`src/rtl/adder.sv`:
```
// -----------------------------------------------------------------------------
// adder: registered unsigned WIDTH-bit adder with carry, signed-overflow,
// zero and odd flags, and a one-cycle valid pipeline.
//
// Optional feature macro: ADDER_SATURATE_EN
//   defined   -> result clamps to all ones when the full sum exceeds 2^WIDTH-1
//   undefined -> result wraps modulo 2^WIDTH (no saturation logic built)
// carry_out and overflow always describe the raw, unsaturated sum; zero and
// odd always describe the final registered result.
// -----------------------------------------------------------------------------
module adder #(
  parameter int WIDTH = 4
) (
  input  logic             clk,
  input  logic             rst,
  input  logic             in_valid,
  input  logic [WIDTH-1:0] a,
  input  logic [WIDTH-1:0] b,
  output logic [WIDTH-1:0] result,
  output logic             carry_out,
  output logic             overflow,
  output logic             zero,
  output logic             odd,
  output logic             out_valid
);

  localparam logic [WIDTH-1:0] ALL_ZEROS = {WIDTH{1'b0}};
`ifdef ADDER_SATURATE_EN
  localparam logic [WIDTH-1:0] ALL_ONES  = {WIDTH{1'b1}};
`endif

  // Zero-extend both operands so bit WIDTH of the sum is the unsigned carry.
  function automatic logic [WIDTH:0] full_sum(input logic [WIDTH-1:0] x,
                                              input logic [WIDTH-1:0] y);
    return {1'b0, x} + {1'b0, y};
  endfunction

  // Two's-complement overflow: operands agree in sign, sum disagrees.
  function automatic logic twos_overflow(input logic x_msb,
                                         input logic y_msb,
                                         input logic s_msb);
    return (x_msb == y_msb) && (s_msb != x_msb);
  endfunction

  logic [WIDTH:0]   sum_s;
  logic [WIDTH-1:0] final_s;
  logic             ovf_s;

  logic [WIDTH-1:0] result_d,    result_q;
  logic             carry_d,     carry_q;
  logic             overflow_d,  overflow_q;
  logic             zero_d,      zero_q;
  logic             odd_d,       odd_q;
  logic             out_valid_d, out_valid_q;

  // Arithmetic datapath: raw sum, overflow and the (optionally clamped) result.
  always_comb begin
    sum_s   = full_sum(a, b);
    ovf_s   = twos_overflow(a[WIDTH-1], b[WIDTH-1], sum_s[WIDTH-1]);
    final_s = sum_s[WIDTH-1:0];
`ifdef ADDER_SATURATE_EN
    if (sum_s[WIDTH]) begin
      final_s = ALL_ONES;
    end else begin
      final_s = sum_s[WIDTH-1:0];
    end
`endif
  end

  // Next-state: load a new result on in_valid, otherwise hold everything
  // except out_valid, which simply follows in_valid.
  always_comb begin
    result_d    = result_q;
    carry_d     = carry_q;
    overflow_d  = overflow_q;
    zero_d      = zero_q;
    odd_d       = odd_q;
    out_valid_d = in_valid;
    if (in_valid) begin
      result_d   = final_s;
      carry_d    = sum_s[WIDTH];
      overflow_d = ovf_s;
      zero_d     = (final_s == ALL_ZEROS);
      odd_d      = final_s[0];
    end else begin
      result_d   = result_q;
      carry_d    = carry_q;
      overflow_d = overflow_q;
      zero_d     = zero_q;
      odd_d      = odd_q;
    end
  end

  // Output registers; synchronous reset wins over any operand in the same cycle.
  always_ff @(posedge clk) begin
    if (rst) begin
      result_q    <= ALL_ZEROS;
      carry_q     <= 1'b0;
      overflow_q  <= 1'b0;
      zero_q      <= 1'b1;
      odd_q       <= 1'b0;
      out_valid_q <= 1'b0;
    end else begin
      result_q    <= result_d;
      carry_q     <= carry_d;
      overflow_q  <= overflow_d;
      zero_q      <= zero_d;
      odd_q       <= odd_d;
      out_valid_q <= out_valid_d;
    end
  end

  assign result    = result_q;
  assign carry_out = carry_q;
  assign overflow  = overflow_q;
  assign zero      = zero_q;
  assign odd       = odd_q;
  assign out_valid = out_valid_q;

endmodule

```
`config.mk`:
```
export PLATFORM = sky130hd
export DESIGN_NAME = adder
export DESIGN_NICKNAME = d
export VERILOG_FILES = /design/src/rtl/adder.sv
export SDC_FILE = /design/constraint.sdc
export NUM_CORES = 1
export LEC_CHECK = 0
export CORE_AREA = 3 3 40 42
export DETAILED_ROUTE_END_ITERATION = 6
export DIE_AREA = 0 0 43 45
export GPL_TIMING_DRIVEN = 1
export MAX_ROUTING_LAYER = met4
export PLACE_DENSITY = 0.7
export SLEW_MARGIN = 20
export SYNTH_ARGS = -nofsm -noshare
export SYNTH_HDL_FRONTEND = slang
export SYNTH_SLANG_ARGS = --single-unit
```
`constraint.sdc`:
```
create_clock -name clk -period 3 [get_ports clk]
set_clock_uncertainty 0.1 [all_clocks]
set_input_delay 0.6 -clock clk [delete_from_list [all_inputs] [get_ports clk]]
set_output_delay 0.6 -clock clk [all_outputs]
set_load 0.02 [all_outputs]
```
==> metrics, run 1 <==
outcome=complete, no violations; Final Critical Period=2.59 ns; largest family of logic cells by synthesized area=simple AND/OR/NAND/NOR gates; syn nets=64; clock share of power=0.282; sequential share of power=0.405; Die ar.=0.00194 mm2; quantity of hold-fixing buffers added after cts=0; Worst Tran Pin Value=0.386 ns; vias in the first global route=422; setup TNS=0 ns; R2R cell count=2; clock-pin slew on the worst setup and hold paths=0.06 ns; gr usage total=0.126; Setup crit start kind=primary input; ANT cells=0; vias=433; Synth Area in Adders=0.148; FMAX=386 MHz; TritonCTS clock tree=done; Initial DRT Pass Iterations=4; Final period util=0.863; Slew HR=0.736; CP Data Required Time=3.10 ns; DPL Wire Length=804 um; number of max-cap violations=0; multi-input logic area=298 um2; sw power=0.0000845 W; fin nets=86; largest net degree at the start of global routing=13; GPL Wtd Cong=0.701; DRT iter0 DRCs=5; Yosys reg bits=8; cell-internal power=0.000210 W; worst-path maximum fanout=3; Routed Antenna Nets=0; setup bufs post-CTS=0; Worst VDD drop=189 uV; unique cell type count in the Yosys netlist=26; die height=45 um; Fin. Hold Viols=0; global route overflow=0; row count=13; Area growth syn-to-layout=47.0%; CP Cell Sequence=clkdlybuf4s50_1 -> ha_1 -> fa_1 -> or4b_2 -> nor4_1 -> or4_1; Worst EP arrival=2.69 ns; Final Cell Area=697 um2; Hold Crit Class=flip-flop to flip-flop; Worst setup EP type=flip-flop; multiplexer share of the synthesized area=0.0633; root buffer cell=clkbuf_4; syn_area_per_cell=9.88 um2; Cell Area, Synth=474 um2; Leak=0.285 nW; Cell Count, Final, Fillers Out=83; Sw Share=0.287; WS Path Type=primary input to flip-flop; drt wl/cell=12.0 um; logic gate share of total power=0.313; chip width=43 um; Fill cells=126; # placed instances=80; DRC viols=0; port bufs=19; vias per cell=5.22; share of cells above drive strength 1=0.132; CTS Buf Count=3; Gate Count Post-Synth=48; PostCTS Resize Cnt=0; Post-Synth XOR/XNOR Area=0.0185; post-place instance area=674 um2; initial antenna violation count=0; Ys Warns=0; CP max stage cell=or4b_2; final setup fails=0; hold path depth=2; register area share after synthesis=0.338; Initial Util=0.369; compound-cell area share of the yosys netlist=0.145; CP max stage delay=0.64 ns; first-pass GRT wire length=1700 um; Register Area=160 um2; deepest level of the CTS H-tree=1; Core Area=0.00128 mm2; RSZ-0062 raised after global routing=no; clk sinks=8; post-synthesis simple-gate area fraction=0.253; WL final=998 um; pwr dens=423 mW/mm2; I/O pin count=20; Max Buffers Root-to-Sink=2; final slew viol count=0; Worst-Skew Late Latency=0.25 ns
power groups by stage:
stage	sequential, W	clock [W]	combinational (W)
floorplan	0.000132	0	0.0000407
global placement	0.000121	0	0.0000923
detailed placement	0.000122	0	0.0000927
CTS	0.000120	0.0000855	0.0000931
global route	0.000121	0.0000919	0.000101
finish	0.000119	0.0000832	0.0000922
registers in the layout, summed over array words and instances, names as in the netlist:
name,flops
result,4
carry_out,1
out_valid,1
overflow,1
zero,1
layout make-up:
type / count / area share
repair buffers: 20 / 0.284
flip-flops and latches: 8 / 0.230
clock buffers: 3 / 0.0323
multi-input cells: 37 / 0.427
well taps: 15 / 0.0269
kinds of logic (layout without fill, tap and decap cells):
kind of cell | Yosys count | in the layout
flops | 8 | 8
buf+inv | 3 | 23
xor+xnor | 1 | 1
mux | 3 | 3
simple gates | 19 | 19
compound gates | 9 | 9
fa+ha+maj | 5 | 5
stage by stage:
| step | hold WS [ns] | setup WS (ns) | utilization | total power [W] |
|---|---|---|---|---|
| detailed placement | 0.382 | 0.169 | 0.525 | 0.000215 |
| finish | 0.386 | 0.412 | 0.542 | 0.000295 |
| global placement | 0.374 | 0.216 | 0.525 | 0.000214 |
| global route | 0.427 | 0.350 | 0.542 | 0.000313 |
| floorplan | 0.456 | 0.690 | - | 0.000173 |
| CTS | 0.388 | 0.431 | 0.542 | 0.000298 |
final timing paths:
path | start | end | slack (ns)
min reg2reg | carry_out$_SDFFE_PP0P_ | carry_out$_SDFFE_PP0P_ | 0.39
min | carry_out$_SDFFE_PP0P_ | carry_out$_SDFFE_PP0P_ | 0.39
max | b[0] | zero$_SDFFE_PP1P_ | 0.41
max reg2reg | result[3]$_SDFFE_PP0P_ | result[3]$_SDFFE_PP0P_ | 1.95
critical path, delay by kind of cell:
kind                     cells  cell delay [ns]
AND/OR/NAND/NOR              3             0.96
adder cells (fa/ha/maj)      2             0.66
buffers and inverters        1             0.46
layer usage:
metal / global-route usage / wire length, um / up-vias
met5: - / 0 / -
met4: 0.0723 / 11 / 0
met3: 0.0637 / 85 / 2
met2: 0.195 / 471 / 15
met1: 0.131 / 430 / 192
li1: - / - / 224
cells in the final DEF (no fill, tap or decap):
cell             count
nor4_1               1
and3_2               1
dfxtp_1              8
a21oi_1              2
fa_1                 1
a2111oi_0            1
or3b_2               1
nand2b_1             1
a21o_2               2
buf_4                1
ha_1                 4
nor2_1               5
a211oi_1             2
nand3_1              1
clkdlybuf4s50_1     19
or4_1                2
xor2_1               1
a211o_1              1
or4bb_1              1
nor2b_1              2
o311ai_0             1
clkbuf_4             3
or4b_2               1
nand2_1              1
nor3b_1              2
mux2i_1              3
cells in the mapped netlist:
cell	count	area share
nor2b_1	2	0.026
a211o_1	1	0.018
nand2b_1	1	0.013
buf_2	1	0.011
nor4_1	1	0.013
a21o_2	2	0.037
or4_1	2	0.032
mux2i_1	3	0.063
nor3b_1	2	0.032
ha_1	4	0.11
or4bb_1	1	0.024
nand2_1	1	0.0079
nand3_1	1	0.011
o311ai_0	1	0.018
xor2_1	1	0.018
clkbuf_1	1	0.0079
and3_2	1	0.016
nor2_1	5	0.040
fa_1	1	0.042
a211oi_1	2	0.032
buf_4	1	0.016
or4b_2	1	0.021
dfxtp_1	8	0.34
or3b_2	1	0.018
a2111oi_0	1	0.018
a21oi_1	2	0.021
Power figures use the tool's default switching activity.
==> run 2: changes to the inputs <==
HOLD_SLACK_MARGIN = 0.02   (was unset)
clock period = 2.8 ns   (was 3 ns; I/O delays follow)
==> run 2 against run 1 <==
Sequential share of layout area unchanged. Clock power is 4.1% higher. First-iteration DRC count shrank 40%. Global-route usage shrank 0.59 points. Final cell count is the same. Critical path depth unchanged. Worst hold slack is essentially flat. Wire length decreased by 0.90%. Sequential cell count is the same. Sequential power up 8%. Critical endpoint unchanged. Largest cell class unchanged. Highest routed layer is now met3.
==> metrics, run 2 (synthesized netlist as in run 1, its figures left out) <==
pwr dens=450 mW/mm2; Worst-Skew Late Latency=0.25 ns; root buffer cell=clkbuf_4; WL final=989 um; clk sinks=8; fin nets=86; Final period util=0.922; Worst VDD drop=255 uV; Setup crit start kind=primary input; Fin. Hold Viols=0; quantity of hold-fixing buffers added after cts=0; first-pass GRT wire length=1680 um; die height=45 um; hold_sp=carry_out$_SDFFE_PP0P_; global route overflow=0; Initial DRT Pass Iterations=3; RSZ-0062 raised after global routing=no; Worst setup EP type=flip-flop; CP Data Required Time=2.90 ns; TritonCTS clock tree=done; chip width=43 um; commonest non-fill, non-tap cell in the layout=clkdlybuf4s50_1; vias=430; Design Power=0.000313 W; hold path depth=2; ANT cells=0; Worst EP arrival=2.68 ns; final slew viol count=0; worst-path maximum fanout=3; Leak=0.285 nW; setup bufs post-CTS=0; Slew HR=0.761; drt wl/cell=11.9 um; post-place instance area=674 um2; Hold Path End=carry_out$_SDFFE_PP0P_; Max Buffers Root-to-Sink=2; reg-to-reg startpoint=result[3]$_SDFFE_PP0P_; commonest non-fill, non-tap cells in the layout=clkdlybuf4s50_1, dfxtp_1, nor2_1; Worst Tran Pin Value=0.349 ns; vias in the first global route=413; port bufs=19; initial antenna violation count=0; share of cells above drive strength 1=0.132; final setup fails=0; WS Path Type=primary input to flip-flop; DRC viols=0; FF-to-FF End=result[3]$_SDFFE_PP0P_; deepest level of the CTS H-tree=1; PostCTS Resize Cnt=0; Die ar.=0.00194 mm2; DPL Wire Length=786 um; vias per cell=5.18; Final Cell Area=697 um2; I/O pin count=20; R2R cell count=2; Hold Crit Class=flip-flop to flip-flop; Core Area=0.00128 mm2; clock-pin slew on the worst setup and hold paths=0.05 ns; number of max-cap violations=0; row count=13; Final Critical Period=2.58 ns; FMAX=387 MHz; max FFs per register=4; worst slack at placement=-0.00346 ns; gr usage total=0.120; DRT iter0 DRCs=3; worst setup margin=0.219 ns; GPL Wtd Cong=0.683; Initial Util=0.369; largest net degree at the start of global routing=13; Routed Antenna Nets=0; flop-to-flop setup slack=1.74 ns; CTS Buf Count=3; Area growth syn-to-layout=47.0%; outcome=complete, no violations
==> run 2: worst max-delay path, stage by stage <==
cell and delay (ns):
clkdlybuf4s50_1 0.41, ha_1 0.24, fa_1 0.48, or4b_2 0.65, nor4_1 0.20, or4_1 0.14
==> run 2: through the flow <==
| stage | TNS [ns] | hold slack [ns] | utilization | cells |
|---|---|---|---|---|
| after floorplan | 0 | 0.456 | - | 48 |
| after global placement | 0 | 0.374 | 0.525 | 80 |
| after detailed placement | -0.00346 | 0.381 | 0.525 | 80 |
| after CTS | 0 | 0.388 | 0.542 | 83 |
| after global routing | 0 | 0.419 | 0.542 | 83 |
| final | 0 | 0.386 | 0.542 | 83 |
==> run 2: worst max-delay path by stage <==
stage          cells past startpoint                end  startpoint
6_report                           6  zero$_SDFFE_PP1P_        a[0]
5_1_grt                            6  zero$_SDFFE_PP1P_        a[0]
4_1_cts                            6  zero$_SDFFE_PP1P_        a[0]
3_5_place_dp                       6  zero$_SDFFE_PP1P_        a[0]
3_3_place_gp                       6  zero$_SDFFE_PP1P_        a[0]
2_1_floorplan                      5  zero$_SDFFE_PP1P_        a[0]
==> run 2: final cells by class <==
cell class | count | area [um2]
Multi-Input combinational cell | 37 | 298
Tap cell | 15 | 18.8
Sequential cell | 8 | 160
Timing Repair Buffer | 20 | 198
Fill cell | 132 | 588
Clock buffer | 3 | 22.5
==> run 2: report_power, final <==
group          switching [W]  internal [W]  total (W)  leakage [nW]
Sequential        0.00000440      0.000124   0.000128        0.0662
Combinational      0.0000463     0.0000526  0.0000988         0.205
Clock              0.0000376     0.0000489  0.0000866        0.0138
==> run 2: routing by layer <==
layer / wire length [um] / up-vias / GRT usage
li1: - / 222 / -
met1: 479 / 195 / 0.141
met2: 431 / 13 / 0.177
met3: 78 / 0 / 0.0677
met4: 0 / 0 / 0.0361
met5: 0 / - / -
